==> src/rtl/sd_pkg.sv <==
// Shared types and width helpers for the serial frame receiver.
package sd_pkg;

   typedef enum logic [1:0] {
      IDLE = 2'd0,
      DATA = 2'd1,
      PAR  = 2'd2,
      DONE = 2'd3
   } state_t;

   // Bit counter only has to reach W-1.
   function automatic int cnt_w(input int w);
      return $clog2(w);
   endfunction

   // Ones accumulator must hold W itself without wrapping.
   function automatic int acc_w(input int w);
      return $clog2(w + 1);
   endfunction

endpackage

==> src/rtl/sd_serie_n_if.sv <==
// Serial input and decoded-word outputs of the frame receiver.
interface sd_serie_n_if
   import sd_pkg::*;
#(
   parameter int W = 8
);
   logic                  xs;
   logic                  en;
   logic                  fin;
   logic                  busy;
   logic [W-1:0]          dato;
   logic [acc_w(W)-1:0]   unos;
   logic                  err_par;

   modport master (output xs, en, input fin, busy, dato, unos, err_par);
   modport slave  (input xs, en, output fin, busy, dato, unos, err_par);
endinterface

==> src/rtl/sd_serie_ud.sv <==
// Datapath unit: shift register, bit counter, ones accumulator, parity check
// and the held output registers.
module sd_serie_ud
   import sd_pkg::*;
#(
   parameter int  W          = 8,
   parameter bit  PARITY_ODD = 1'b0,
   localparam int CW         = cnt_w(W),
   localparam int AW         = acc_w(W)
) (
   input  logic          clk,
   input  logic          reset,
   input  logic          xs,
   input  logic          clr,
   input  logic          sh,
   input  logic          ld_par,
   input  logic          ld_out,
   output logic          ult,
   output logic          par_err,
   output logic [W-1:0]  dato,
   output logic [AW-1:0] unos
);

   logic [W-1:0]  shreg;
   logic [W-1:0]  shreg_nxt;
   logic [CW-1:0] cnt;
   logic [AW-1:0] acc;
   logic [AW-1:0] acc_nxt;
   logic          err_nxt;

   // Post-shift values, so the output load can include the last data bit
   // sampled in the same cycle.
   always_comb begin
      shreg_nxt = shreg;
      acc_nxt   = acc;
      if (sh) begin
         shreg_nxt = {xs, shreg[W-1:1]};
         acc_nxt   = acc + AW'(xs);
      end
   end

   // ld_par is only ever raised with parity framing, so err stays 0 otherwise.
   assign err_nxt = ld_par & ((acc[0] ^ xs) != PARITY_ODD);
   assign ult     = (cnt == CW'(W - 1));

   // Working registers plus output registers that only change on frame completion.
   always_ff @(posedge clk) begin
      if (reset) begin
         shreg   <= '0;
         cnt     <= '0;
         acc     <= '0;
         dato    <= '0;
         unos    <= '0;
         par_err <= 1'b0;
      end else begin
         if (clr) begin
            shreg <= '0;
            cnt   <= '0;
            acc   <= '0;
         end else if (sh) begin
            shreg <= shreg_nxt;
            cnt   <= cnt + CW'(1);
            acc   <= acc_nxt;
         end
         if (ld_out) begin
            dato    <= shreg_nxt;
            unos    <= acc_nxt;
            par_err <= err_nxt;
         end
      end
   end

endmodule

==> src/rtl/sd_serie_n.sv <==
// Serial frame receiver: control unit FSM driving the sd_serie_ud datapath.
//
//   state | meaning
//   IDLE  | waiting for a start bit (en=1, xs=1)
//   DATA  | shifting in W data bits, LSB first
//   PAR   | waiting for the parity bit
//   DONE  | one-cycle completion, fin=1, outputs valid
module sd_serie_n
   import sd_pkg::*;
#(
   parameter int W          = 8,
   parameter bit PARITY_EN  = 1'b1,
   parameter bit PARITY_ODD = 1'b0
) (
   input  logic         clk,
   input  logic         reset,
   sd_serie_n_if.slave  bus
);

   state_t state;
   state_t state_nxt;
   logic   clr;
   logic   sh;
   logic   ld_par;
   logic   ld_out;
   logic   ult;
   logic   par_err;

   // State register.
   always_ff @(posedge clk) begin
      if (reset) state <= IDLE;
      else       state <= state_nxt;
   end

   // Next state and datapath controls; ld_out fires on the transition into
   // DONE so outputs are valid while fin is high.
   always_comb begin
      state_nxt = state;
      clr       = 1'b0;
      sh        = 1'b0;
      ld_par    = 1'b0;
      ld_out    = 1'b0;
      case (state)
         IDLE: begin
            if (bus.en && bus.xs) begin
               clr       = 1'b1;
               state_nxt = DATA;
            end
         end
         DATA: begin
            if (bus.en) begin
               sh = 1'b1;
               if (ult) begin
                  if (PARITY_EN) begin
                     state_nxt = PAR;
                  end else begin
                     state_nxt = DONE;
                     ld_out    = 1'b1;
                  end
               end
            end
         end
         PAR: begin
            if (bus.en) begin
               ld_par    = 1'b1;
               ld_out    = 1'b1;
               state_nxt = DONE;
            end
         end
         DONE:    state_nxt = IDLE;
         default: state_nxt = IDLE;
      endcase
   end

   assign bus.fin     = (state == DONE);
   assign bus.busy    = (state != IDLE);
   assign bus.err_par = par_err;

   sd_serie_ud #(
      .W          (W),
      .PARITY_ODD (PARITY_ODD)
   ) u_ud (
      .clk     (clk),
      .reset   (reset),
      .xs      (bus.xs),
      .clr     (clr),
      .sh      (sh),
      .ld_par  (ld_par),
      .ld_out  (ld_out),
      .ult     (ult),
      .par_err (par_err),
      .dato    (bus.dato),
      .unos    (bus.unos)
   );

endmodule

==> src/flat_wrapper.sv <==
// flat-port wrapper written by rule: the top's interface ports become plain ports
module sd_serie_n_flat import sd_pkg::*;
#(
   parameter int W          = 8,
   parameter bit PARITY_EN  = 1'b1,
   parameter bit PARITY_ODD = 1'b0
)
  (clk, reset, bus_xs, bus_en, bus_fin, bus_busy, bus_dato, bus_unos, bus_err_par);
  sd_serie_n_if #(.W(W)) bus_i ();
  input  logic clk;
  input  logic reset;
  input wire logic [$bits(bus_i.xs)-1:0] bus_xs;
  input wire logic [$bits(bus_i.en)-1:0] bus_en;
  output wire logic [$bits(bus_i.fin)-1:0] bus_fin;
  output wire logic [$bits(bus_i.busy)-1:0] bus_busy;
  output wire logic [$bits(bus_i.dato)-1:0] bus_dato;
  output wire logic [$bits(bus_i.unos)-1:0] bus_unos;
  output wire logic [$bits(bus_i.err_par)-1:0] bus_err_par;
  assign bus_i.xs = bus_xs;
  assign bus_i.en = bus_en;
  assign bus_fin = bus_i.fin;
  assign bus_busy = bus_i.busy;
  assign bus_dato = bus_i.dato;
  assign bus_unos = bus_i.unos;
  assign bus_err_par = bus_i.err_par;
  sd_serie_n #(.W(W), .PARITY_EN(PARITY_EN), .PARITY_ODD(PARITY_ODD)) u_core (.clk(clk), .reset(reset), .bus(bus_i));
endmodule
==> config.mk <==
export PLATFORM = sky130hd
export DESIGN_NAME = sd_serie_n_flat
export DESIGN_NICKNAME = d
export VERILOG_FILES = /design/src/rtl/sd_pkg.sv /design/src/rtl/sd_serie_n_if.sv /design/src/rtl/sd_serie_ud.sv /design/src/rtl/sd_serie_n.sv /design/src/flat_wrapper.sv
export SDC_FILE = /design/constraint.sdc
export NUM_CORES = 1
export LEC_CHECK = 0
export BUFFER_PORTS_ARGS = -buffer_cell sky130_fd_sc_hd__buf_2
export CORE_AREA = 2 2 56 58
export DETAILED_ROUTE_END_ITERATION = 6
export DIE_AREA = 0 0 58 60
export PLACE_DENSITY_LB_ADDON = 0.15
export SETUP_SLACK_MARGIN = 0.3
export SKIP_CTS_REPAIR_TIMING = 1
export SLEW_MARGIN = 25
export SYNTH_ARGS = -nofsm -noshare
export SYNTH_HDL_FRONTEND = slang
export SYNTH_SLANG_ARGS = --single-unit
==> constraint.sdc <==
create_clock -name clk -period 4.3 [get_ports clk]
set_input_delay 0 -clock clk [delete_from_list [all_inputs] [get_ports clk]]
set_output_delay 0 -clock clk [all_outputs]
set_load 0.05 [all_outputs]
# ---- Word level (Yosys, flattened, before mapping)
# Index checks and enable logic that the tools add are counted.
dict set report totals {
  reg_bits 30
  inputBits 4
  output_inout_bits 15
}
dict set report op_classes {
  n_reduce_logical 5
  add_sub_neg 2
  bitwise 2
  n_mux 12
  eq_ne 8
}
# cell count
set op_table {}
lappend op_table {{2-bit two-way mux} 4}
lappend op_table {{8-bit two-way mux} 1}
lappend op_table {{2-bit one-hot mux with 4 select lines} 1}
lappend op_table {{2-bit inequality test (second input constant)} 3}
lappend op_table {{1-bit two-way mux} 5}
lappend op_table {{4-bit by 1-bit adder with 4-bit output} 1}
lappend op_table {{2-bit == test (second input constant)} 2}
lappend op_table {{4-bit two-way mux} 1}
lappend op_table {{4-bit AND reduction} 1}
lappend op_table {{3-bit by 1-bit adder with 3-bit output (second input constant)} 1}
lappend op_table {{3-bit == test (second input constant)} 1}
lappend op_table {{2-bit by 1-bit == test with 1-bit output (second input constant)} 1}
lappend op_table {{2-bit logical NOT} 1}
lappend op_table {{2-bit by 1-bit inequality test with 1-bit output (second input constant)} 1}
lappend op_table {{2-bit nonzero test} 1}
lappend op_table {{2-bit OR reduction} 1}
lappend op_table {{1-bit bitwise AND} 1}
lappend op_table {{1-bit logical AND} 1}
lappend op_table {{1-bit XOR} 1}

# ---- Longest topological paths before layout
# Gate-level depths: netlist of run 1.
dict set report depth {
  word_depth 4
  depth_mapped 7
  depth_no_buf 5
}

# ---- Modules after synthesis
# From an unflattened synthesis of run 1, not the netlist that was laid out.
dict set report unflattened {
  cells_unflattened 122
  hier_area_um2 1239.9
}
# module area_per_inst_um2 instances seq_area_each_um2 cells_each
set by_module_without_submodules {}
lappend by_module_without_submodules {sd_serie_ud 1039.7 1 560.5 100}
lappend by_module_without_submodules {sd_serie_n 200.2 1 40.0 22}

# ---- Least setup slack after synthesis of run 1
# Ideal clock, no wire load.
dict set report synth_timing {
  path_kind {reg-to-reg}
  start {reg u_core.state[1]}
  end {reg u_core.state[0]}
  slack_ps 2818
  path_stages_with_launch 6
  t_arrival_ps 1397
  required_time_ps 4214
  path_buffers 0
  setup_time_ps 86
  cell_sequence {dfxtp_1 > inv_1 > ha_1 > a21boi_2 > or3_1 > a211oi_1}
}
dict set report synth_via {
  elab_chain_cells 3
}
# item line_no
set synth_lines {}
lappend synth_lines {{start, declared} sd_serie_n.sv:20} ;# state_t state;
lappend synth_lines {{start signal, assigned} sd_serie_n.sv:32} ;# else state <= state_nxt;
lappend synth_lines {{2-bit by 1-bit == test with 1-bit output (tied with other cells)} sd_serie_n.sv:43} ;# case (state)
lappend synth_lines {{2-bit inequality test (no line) / 2-bit by 1-bit inequality test with 1-bit output (equally long branches)} n/a}
lappend synth_lines {{4-bit AND reduction (no line)} n/a}
# Several ways; a longest one is shown, not always the timed one.
# A chain may end at the register's enable or synchronous reset.

# ---- Final worst setup path of run 1
dict set report layout_timing {
  start {reg u_core.state[0]}
  end {reg u_core.u_ud.unos[3]}
}
dict set report layout_via {
  elab_chain_cells 3
}
# item line_no
set layout_lines {}
lappend layout_lines {{2-bit by 1-bit == test with 1-bit output} sd_serie_n.sv:43}
lappend layout_lines {{1-bit two-way mux} sd_serie_n.sv:43}
lappend layout_lines {{4-bit two-way mux} sd_serie_ud.sv:36} ;# if (sh) begin
lappend layout_lines {{end signal, assigned} sd_serie_ud.sv:67} ;# unos <= acc_nxt;
lappend layout_lines {{end, declared} sd_serie_ud.sv:21} ;# output logic [AW-1:0] unos
# Several ways; a longest one is shown, not always the timed one.

==> flow_summary_export.csv, run 1 <==
group,metric,value,unit
cts,insertion_delay,0.33,ns
synth,synth_commonest_cells,"dfxtp_1, nor2_1, a211oi_1, mux2i_1, ha_1",
synth,ys_seq_area_share,47.8,%
final_layout,n_antenna_cell,0,
detailed_routing,wl,2170,um
floorplan,fp.coreArea,2900,um^2
worst_setup_path,path_class,"reg -> reg",
floorplan,rows,20,
placed_design,io_buffers,18,
timing,tns,0,ns
timing,worst_pin_slew,0.879,ns
floorplan,initial_utilization,43.3,%
pwr,power_per_cell_area,579,nW/um^2
synth,synthesis.area,1260,um^2
pwr,total_leakage_power,0.000644,uW
final_layout,ff_latch_area,601,um^2
detailed_routing,wl_per_cell,12.4,um
timing,timing.fmax,551,MHz
timing,finalCritPeriodShare,42.2,%
timing,setup_ws,2.49,ns
grt,track_usage,14.4,%
timing,relSlewSlack,41.4,%
timing,hold_violations,0,
synth,synth_top_area_share,47.8,%
final_layout,drive_gt1_share,21.0,%
synth,synth_seq_cells,30,
synth,synth_nets,137,
worst_setup_path,crit_fanout,25,
detailed_routing,via_per_inst,5.17,
status,status,"finished clean",
timing,min_period,1.81,ns
synth,synthArstFlopShare,0,%
placed_design,placed_cell_area,1340,um^2
floorplan,die_x,58,um
timing,setup_viol,0,
timing,skew,0.00482,ns
grt,grt_pass1_wl,3610,um
worst_setup_path,endpoint_kind,"flop",
synth,synth_edf_count,0,
timing,whs,0.00180,ns
grt,grt_max_degree,26,
worst_setup_path,cp-start-kind,"flop",
synth,yosys.area.top_type,"dfxtp_1",
job,maxCapViolCount,0,
cts,h-tree-depth,2,
cts,cts_buffers,5,
synth,synthDistinctLibCells,26,
placed_design,routabilityCongestion,0.737,
final_layout,finalNetCount,155,
cts,clk_pin_slew_worst_paths,0.09,ns
floorplan,die_h,60,um
min_path,worstHoldPathType,"in -> reg",
worst_setup_path,cp_data_required_time,4.54,ns
pwr,ir_worst_vdd,0.272,mV
placed_design,dpl_worst_slack,2.47,ns
synth,synth.most_common_cell,"dfxtp_1",
synth,post_synth.cell_area_avg,10.1,um^2
synth,synth_cells,124,
detailed_routing,firstDrtPassIters,2,
final_layout,final_area,1400,um^2
final_layout,multiInputGateArea,591,um^2
placed_design,dp_hpwl,1510,um
grt,grt_pass1_vias,784,
final_layout,final_util,48.1,%
grt,gr-total-overflow,0,
synth,synth_flop_cell,"dfxtp_1",
synth,synth_top_cells_by_area,"dfxtp_1, ha_1, mux2i_1",
detailed_routing,antenna_left,0,
detailed_routing,dr_total_vias,910,
floorplan,dieArea,3480,um^2
cts,tritoncts,"yes",
detailed_routing,drc,0,
timing,report.final.slew_viol_count,0,
final_layout,area_delta_synth_final,11.1,%
floorplan,ios,19,
cts,clockRootBuffer,"clkbuf_4",
synth,yosysWarnings,0,
detailed_routing,drt_iter0_drc,21,
worst_setup_path,cp.arrival,2.06,ns
timing,rsz0062_at_grt,"false",
cts,clockBufferDepth,2,
cts,cts_sinks,30,
final_layout,fillers,284,
grt,antenna_found_initial,0,
area by class of cell:
cell class	instances	area share (%)
sequential	30	43.0
timing repair buffer	18	6.45
clock buffer	7	3.94
multi-input combinational	83	42.3
inverter	4	1.07
clock inverter	1	0.358
tap	33	2.95
worst max-delay path, cell delays in order, from the launching register on:
cell and delay, ns:
dfxtp_1 0.34, inv_1 0.13, ha_1 0.20, and2_1 0.71, nor2_1 0.11, a311oi_2 0.25
worst paths after layout:
kind / startpoint / end / slack, ns / cells after the start
worst max-delay path: u_core.state[0] / u_core.u_ud.unos[3] / 2.49 / 5
worst min-delay path: bus_xs / u_core.u_ud.shreg[7] / 0.002 / 3
worst max register to register: u_core.state[0] / u_core.u_ud.unos[3] / 2.49 / 5
worst min register to register: u_core.u_ud.cnt[1] / u_core.u_ud.cnt[1] / 0.47 / 2
metal layers:
layer  part of all wire [%]  up-vias  GRT usage [%]  wire length, um
met5                      0        -              0                0
met4                    1.7        0           6.98               38
met3                    5.0        6           5.84              109
met2                     45       14           21.9              981
met1                     48      425           17.6             1050
li1                       -      465              -                -
power by group:
part           leakage (uW)  internal, uW  switching [uW]
clock             0.0000353          79.1            95.3
sequential         0.000242           310            19.5
combinational      0.000367          92.0             213
total              0.000644           481             327
through the flow:
step / power, uW / instances
6_report: 809 / 176
5_1_grt: 863 / 176
4_1_cts: 820 / 176
3_5_place_dp: 645 / 168
3_3_place_gp: 640 / 168
2_1_floorplan: 594 / 124
flip-flops by register name, summed over array words and instances, names as in the netlist:
register             count
u_core.u_ud.dato         8
u_core.u_ud.par_err      1
u_core.u_ud.unos         4
u_core.u_ud.cnt          3
u_core.u_ud.acc          4
u_core.u_ud.shreg        8
u_core.state             2
kinds of logic after synthesis:
logic type | after synthesis | share of synthesized area, %
AOI/OAI and AO/OA | 21 | 12.8
xor gates and xnor gates | 2 | 1.39
adders and majority gates | 9 | 8.96
buffers and inverters | 11 | 5.27
DFF | 30 | 47.8
muxes | 11 | 8.76
and+or+nand+nor | 40 | 15.0
placed cells by master (no fill, tap or decap):
cell,Yosys,layout
a211oi_1,12,12
a21boi_1,1,1
a21boi_2,1,1
a21oi_1,3,3
a311oi_2,1,1
and2_1,1,1
buf_2,2,18
clkbuf_1,1,1
clkbuf_4,0,5
clkbuf_8,0,1
clkinv_2,0,1
dfxtp_1,30,30
ha_1,9,9
inv_1,4,4
mux2i_1,11,11
nand2_1,4,4
nand2_4,1,1
nand3_1,5,5
nor2_1,25,25
nor2b_4,1,1
nor4_1,1,1
o21ai_0,1,1
o311ai_0,1,1
o41ai_1,1,1
or3_1,1,1
or3_4,1,1
xor2_1,2,2
(Power assumes the default switching activity.)
==> run 2, diff against run 1 <==
--- a/config.mk
+++ b/config.mk
@@ -5,10 +5,11 @@
 export SDC_FILE = /design/constraint.sdc
 export NUM_CORES = 1
 export LEC_CHECK = 0
+export ABC_AREA = 1
 export BUFFER_PORTS_ARGS = -buffer_cell sky130_fd_sc_hd__buf_2
-export CORE_AREA = 2 2 56 58
+export CORE_AREA = 2 2 58 60
 export DETAILED_ROUTE_END_ITERATION = 6
-export DIE_AREA = 0 0 58 60
+export DIE_AREA = 0 0 60 62
 export PLACE_DENSITY_LB_ADDON = 0.15
 export SETUP_SLACK_MARGIN = 0.3
 export SKIP_CTS_REPAIR_TIMING = 1
==> constraint.sdc (replaced) <==
create_clock -name clk -period 1.9 [get_ports clk]
set_input_delay 0 -clock clk [delete_from_list [all_inputs] [get_ports clk]]
set_output_delay 0 -clock clk [all_outputs]
set_load 0.05 [all_outputs]
==> run 2 against run 1 <==
Net effect: count of clock-buffer cells in the layout unchanged; non-clock buffer count increased by 4; power increased by 150%.
==> flow_summary_export.csv, run 2 <==
group,metric,value,unit
worst_setup_path,crit_fanout,20,
grt,antenna_found_initial,0,
pwr,total_leakage_power,0.000784,uW
timing,whs,0.116,ns
worst_setup_path,endpoint_kind,"flop",
worst_setup_path,rrSetupSlack,0.44,ns
status,status,"finished clean",
synth,synth_edf_count,0,
detailed_routing,wl_per_cell,10.5,um
detailed_routing,via_per_inst,4.56,
synth,synth_nets,183,
min_path,min_from,"bus_en",
floorplan,dieArea,3720,um^2
worst_setup_path,path_class,"reg -> reg",
worst_setup_path,path_cells,"inv_1 -> ha_1 -> nand2_2 -> buf_6 -> nand2_1 -> o21ai_1 -> a21o_1 -> inv_1",
final_layout,finalNetCount,206,
grt,grt_max_degree,25,
pwr,ir_worst_vdd,0.657,mV
synth,synth_commonest_cells,"dfxtp_1, nand2_1, inv_1, nor2_1, ha_1",
detailed_routing,wl,2520,um
cts,clockRootBuffer,"clkbuf_4",
min_path,hold_path_depth,4,
worst_setup_path,max_stage_delay,0.39,ns
worst_setup_path,cp-start-kind,"flop",
timing,rsz0062_at_grt,"false",
final_layout,final_cell_mix,"nand2_1, dfxtp_1, inv_1, nor2_1, buf_2",
worst_setup_path,reg2reg_to,"u_core.u_ud.dato[1]",
timing,min_period,1.46,ns
timing,worst_pin_slew,0.448,ns
worst_setup_path,slowest_stage,"dfxtp_1",
final_layout,drive_gt1_share,17.0,%
synth,synth_top_area_share,44.8,%
floorplan,fp.coreArea,3180,um^2
synth,synthDistinctLibCells,22,
worst_setup_path,cp.arrival,1.70,ns
min_path,whs_endpoint,"u_core.u_ud.dato[0]",
grt,use_met3,7.04,%
detailed_routing,drc,0,
grt,track_usage,16.2,%
cts,clk_pin_slew_worst_paths,0.09,ns
floorplan,die_h,62,um
floorplan,rows,21,
synth,synthesis.area,1340,um^2
timing,report.final.slew_viol_count,0,
timing,hold_violations,0,
synth,yosysWarnings,0,
worst_setup_path,setup.worst_path.start,"u_core.state[1]",
timing,tns,0,ns
worst_setup_path,cp_data_required_time,2.14,ns
synth,ys_seq_area_share,44.8,%
timing,timing.fmax,683,MHz
worst_setup_path,cp_common_cell,"inv_1",
grt,grt_util_met2,24.8,%
cts,cts_buffers,5,
grt,busiest_layer,"met2",
synth,synth_flop_cell,"dfxtp_1",
worst_setup_path,r2r_cells,8,
grt,grt_pass1_wl,4340,um
detailed_routing,antenna_left,0,
final_layout,area_delta_synth_final,14.8,%
timing,relSlewSlack,70.1,%
placed_design,routabilityCongestion,0.866,
grt,met1_usage,19.7,%
final_layout,top_regs,"u_core.u_ud.dato x8, u_core.u_ud.shreg x8",
worst_setup_path,r2r-start,"u_core.state[1]",
floorplan,ios,19,
synth,synth_cells,170,
min_path,worstHoldPathType,"in -> reg",
pwr,power_per_cell_area,1310,nW/um^2
cts,h-tree-depth,2,
final_layout,n_antenna_cell,0,
floorplan,initial_utilization,42.1,%
detailed_routing,firstDrtPassIters,4,
grt,grt_pass1_vias,995,
worst_setup_path,crit_buf_inv,3,
cts,insertion_delay,0.33,ns
timing,finalCritPeriodShare,77.1,%
grt,gr-total-overflow,0,
detailed_routing,drt_iter0_drc,34,
placed_design,dp_hpwl,1780,um
synth,synth_top_cells_by_area,"dfxtp_1, ha_1, nand2_1",
cts,cts_sinks,30,
worst_setup_path,crit_family,"flip-flops",
synth,synthArstFlopShare,0,%
floorplan,die_x,60,um
placed_design,io_buffers,18,
cts,clockBufferDepth,2,
cts,tritoncts,"yes",
job,maxCapViolCount,0,
synth,synth_seq_cells,30,
detailed_routing,dr_total_vias,1094,
synth,yosys.area.top_type,"dfxtp_1",
timing,skew,0.00746,ns
synth,post_synth.cell_area_avg,7.88,um^2
timing,setup_viol,0,
==> run 2: worst max path at each step <==
stage	cells after the start	to	slack, ns
final	8	u_core.u_ud.dato[1]	0.44
after global placement	8	u_core.u_ud.unos[1]	0.43
after global routing	8	u_core.u_ud.dato[1]	0.31
after floorplan	6	u_core.u_ud.shreg[7]	0.42
after detailed placement	8	u_core.u_ud.dato[1]	0.41
after CTS	8	u_core.u_ud.dato[1]	0.40
==> run 2: through the flow <==
step / instances / power (uW) / setup slack (ns) / instance area [um^2] / util, %
3_5_place_dp: 230 / 1630 / 0.411 / 1450 / 45.6
4_1_cts: 238 / 2030 / 0.398 / 1510 / 47.5
3_3_place_gp: 230 / 1610 / 0.431 / 1450 / 45.6
2_1_floorplan: 170 / 1490 / 0.424 / 1340 / -
6_report: 240 / 2020 / 0.435 / 1540 / 48.4
5_1_grt: 240 / 2180 / 0.308 / 1540 / 48.4
==> run 2: per-layer routing <==
metal | up-vias | share of wire (%) | wire length (um)
met4 | 0 | 0.75 | 19
met2 | 21 | 45 | 1140
met5 | - | 0 | 0
li1 | 582 | - | -
met1 | 489 | 48 | 1220
met3 | 2 | 5.4 | 135
==> run 2: final cells by class <==
class | count | area, um^2
clock buffers | 7 | 55.1
clock inverters | 1 | 5.00
fillers | 333 | 1640
inverters | 28 | 111
multi-input cells | 106 | 581
flip-flops and latches | 30 | 601
well taps | 46 | 57.6
repair buffers | 22 | 129
==> run 2: power breakdown <==
group / total (uW) / internal [uW] / switching (uW)
sequential: 792 / 732 / 59.8
clock: 393 / 179 / 214
combinational: 831 / 237 / 594
total: 2020 / 1150 / 868
==> run 2: worst min-delay path: cells and delay by family <==
kind	cells	cell delay (ns)
and+or+nand+nor	1	0.14
buffers and inverters	2	0.17
AOI/OAI and AO/OA	1	0.10
==> run 2: kinds of logic (layout without fill, tap and decap cells) <==
group | count (synthesis) | in the layout | share of synthesized area [%]
simple gates | 62 | 62 | 18.7
xor+xnor | 1 | 1 | 0.654
fa+ha+maj | 9 | 9 | 8.40
compound gates | 34 | 34 | 15.6
buf+inv | 34 | 58 | 11.9
flops | 30 | 30 | 44.8
==> run 3, diff against run 2 <==
==> constraint.sdc (replaced) <==
create_clock -name clk -period 1.4 [get_ports clk]
set_input_delay 0 -clock clk [delete_from_list [all_inputs] [get_ports clk]]
set_output_delay 0 -clock clk [all_outputs]
set_load 0.05 [all_outputs]
==> run 3 against run 2 <==
Net effect: the run now ends with hold timing left; maximum frequency is 13% higher; final cell count is 2.5% higher; largest cell class is now multi-input combinational cells; setup slack worse by 0.33 ns; first-iteration DRC count fell by 24%; utilization is 6.3 points higher; sequential power is 38% higher.
==> flow_summary_export.csv, run 3 (synthesized netlist as in run 2, its figures left out) <==
group,metric,value,unit
status,status,"complete, but fails checks",
status,violations,"hold timing",
cts,cts_sinks,30,
worst_setup_path,cp_data_required_time,1.68,ns
timing,skew,0.0106,ns
detailed_routing,drc,0,
placed_design,routabilityCongestion,0.815,
placed_design,io_buffers,18,
detailed_routing,drt_iter0_drc,26,
pwr,total_leakage_power,0.000853,uW
final_layout,top_regs,"u_core.u_ud.dato x8, u_core.u_ud.shreg x8",
final_layout,final_common_cell,"nand2_1",
detailed_routing,top_layer,"met4",
timing,setup_viol,0,
grt,grt_pass1_vias,949,
grt,grt_max_degree,25,
pwr,total_power,3270,uW
floorplan,initial_utilization,42.1,%
detailed_routing,dr_total_vias,1141,
worst_setup_path,crit_fanout,12,
job,maxCapViolCount,0,
cts,insertion_delay,0.32,ns
final_layout,area_delta_synth_final,29.8,%
floorplan,die_h,62,um
floorplan,rows,21,
worst_setup_path,cp.arrival,1.57,ns
detailed_routing,wl,2730,um
timing,report.final.slew_viol_count,0,
worst_setup_path,path_class,"reg -> reg",
final_layout,finalNetCount,213,
placed_design,dp_hpwl,1770,um
min_path,worstHoldPathType,"in -> reg",
cts,clockBufferDepth,2,
final_layout,drive_gt1_share,27.0,%
cts,clk_pin_slew_worst_paths,0.09,ns
grt,gr-total-overflow,0,
floorplan,fp.coreArea,3180,um^2
detailed_routing,antenna_left,0,
timing,min_period,1.29,ns
placed_design,dp_cells,236,
cts,h-tree-depth,2,
floorplan,die_x,60,um
timing,whs,-0.0134,ns
detailed_routing,via_per_inst,4.64,
timing,worst_pin_slew,0.369,ns
worst_setup_path,cp-start-kind,"flop",
final_layout,fillers,309,
grt,track_usage,15.2,%
grt,antenna_found_initial,0,
detailed_routing,wl_per_cell,11.1,um
floorplan,ios,19,
timing,finalCritPeriodShare,92.4,%
final_layout,stdcell_count,246,
detailed_routing,wl_met2,1300,um
cts,cts_buffers,5,
grt,grt_pass1_wl,4070,um
pwr,ir_worst_vdd,1.25,mV
timing,relSlewSlack,75.4,%
cts,tritoncts,"yes",
detailed_routing,drt-met1-wl,1250,um
worst_setup_path,endpoint_kind,"flop",
detailed_routing,firstDrtPassIters,4,
final_layout,final_cell_mix,"nand2_1, dfxtp_1, inv_1, nor2_1, buf_2",
final_layout,n_antenna_cell,0,
cts,clockRootBuffer,"clkbuf_4",
pwr,power_per_cell_area,1880,nW/um^2
timing,rsz0062_at_grt,"true",
timing,timing.fmax,773,MHz
floorplan,dieArea,3720,um^2
timing,hold_violations,1,
detailed_routing,wl_met3,128,um
-- run 3: worst max-delay path, cell delays in order (launching register included) --
cell and delay, ns:
dfxtp_4 0.37, inv_2 0.06, ha_1 0.26, nand2_4 0.13, inv_8 0.12, o21ai_0 0.08, a21o_1 0.17, inv_1 0.04
-- run 3: through the flow --
step / area [um^2] / setup TNS [ns] / utilization (%) / hold slack (ns) / setup WS (ns)
6_report: 1740 / 0 / 54.7 / -0.0134 / 0.106
5_1_grt: 1740 / 0 / 54.7 / 0.00479 / 0.0326
4_1_cts: 1620 / -0.00900 / 50.8 / -0.0769 / -0.00835
3_5_place_dp: 1530 / 0 / 48.2 / 0.280 / 0.0170
3_3_place_gp: 1530 / 0 / 48.2 / 0.273 / 0.0685
2_1_floorplan: 1370 / 0 / - / 0.148 / 0.0354
-- run 3: power breakdown --
| part | internal [uW] | switching (uW) |
|---|---|---|
| Combinational | 537 | 947 |
| Sequential | 1000 | 86.3 |
| Clock | 416 | 280 |
-- run 3: area by class of cell --
type	count	area, um^2	share of cell area (%)
Multi-Input combinational cell	106	661	38.0
Sequential cell	30	606	34.8
Timing Repair Buffer	28	209	12.0
Inverter	28	119	6.83
Tap cell	46	57.6	3.31
Clock buffer	6	51.3	2.95
Clock inverter	1	30.0	1.73
Timing Repair inverter	1	6.26	0.360
-- run 3: final timing paths --
| kind | start | cells past startpoint | slack (ns) | end |
|---|---|---|---|---|
| max reg2reg | u_core.state[0] | 7 | 0.11 | u_core.u_ud.dato[1] |
| min | bus_xs | 3 | -0.01 | u_core.u_ud.shreg[7] |
| min reg2reg | u_core.u_ud.cnt[2] | 2 | 0.47 | u_core.u_ud.cnt[2] |
| max | u_core.state[0] | 7 | 0.11 | u_core.u_ud.dato[1] |
-- run 3: metal layers --
layer	global-route usage, %	vias to the layer above
met5	0	-
li1	-	604
met4	6.67	0
met2	23.0	20
met3	6.00	5
met1	19.1	512
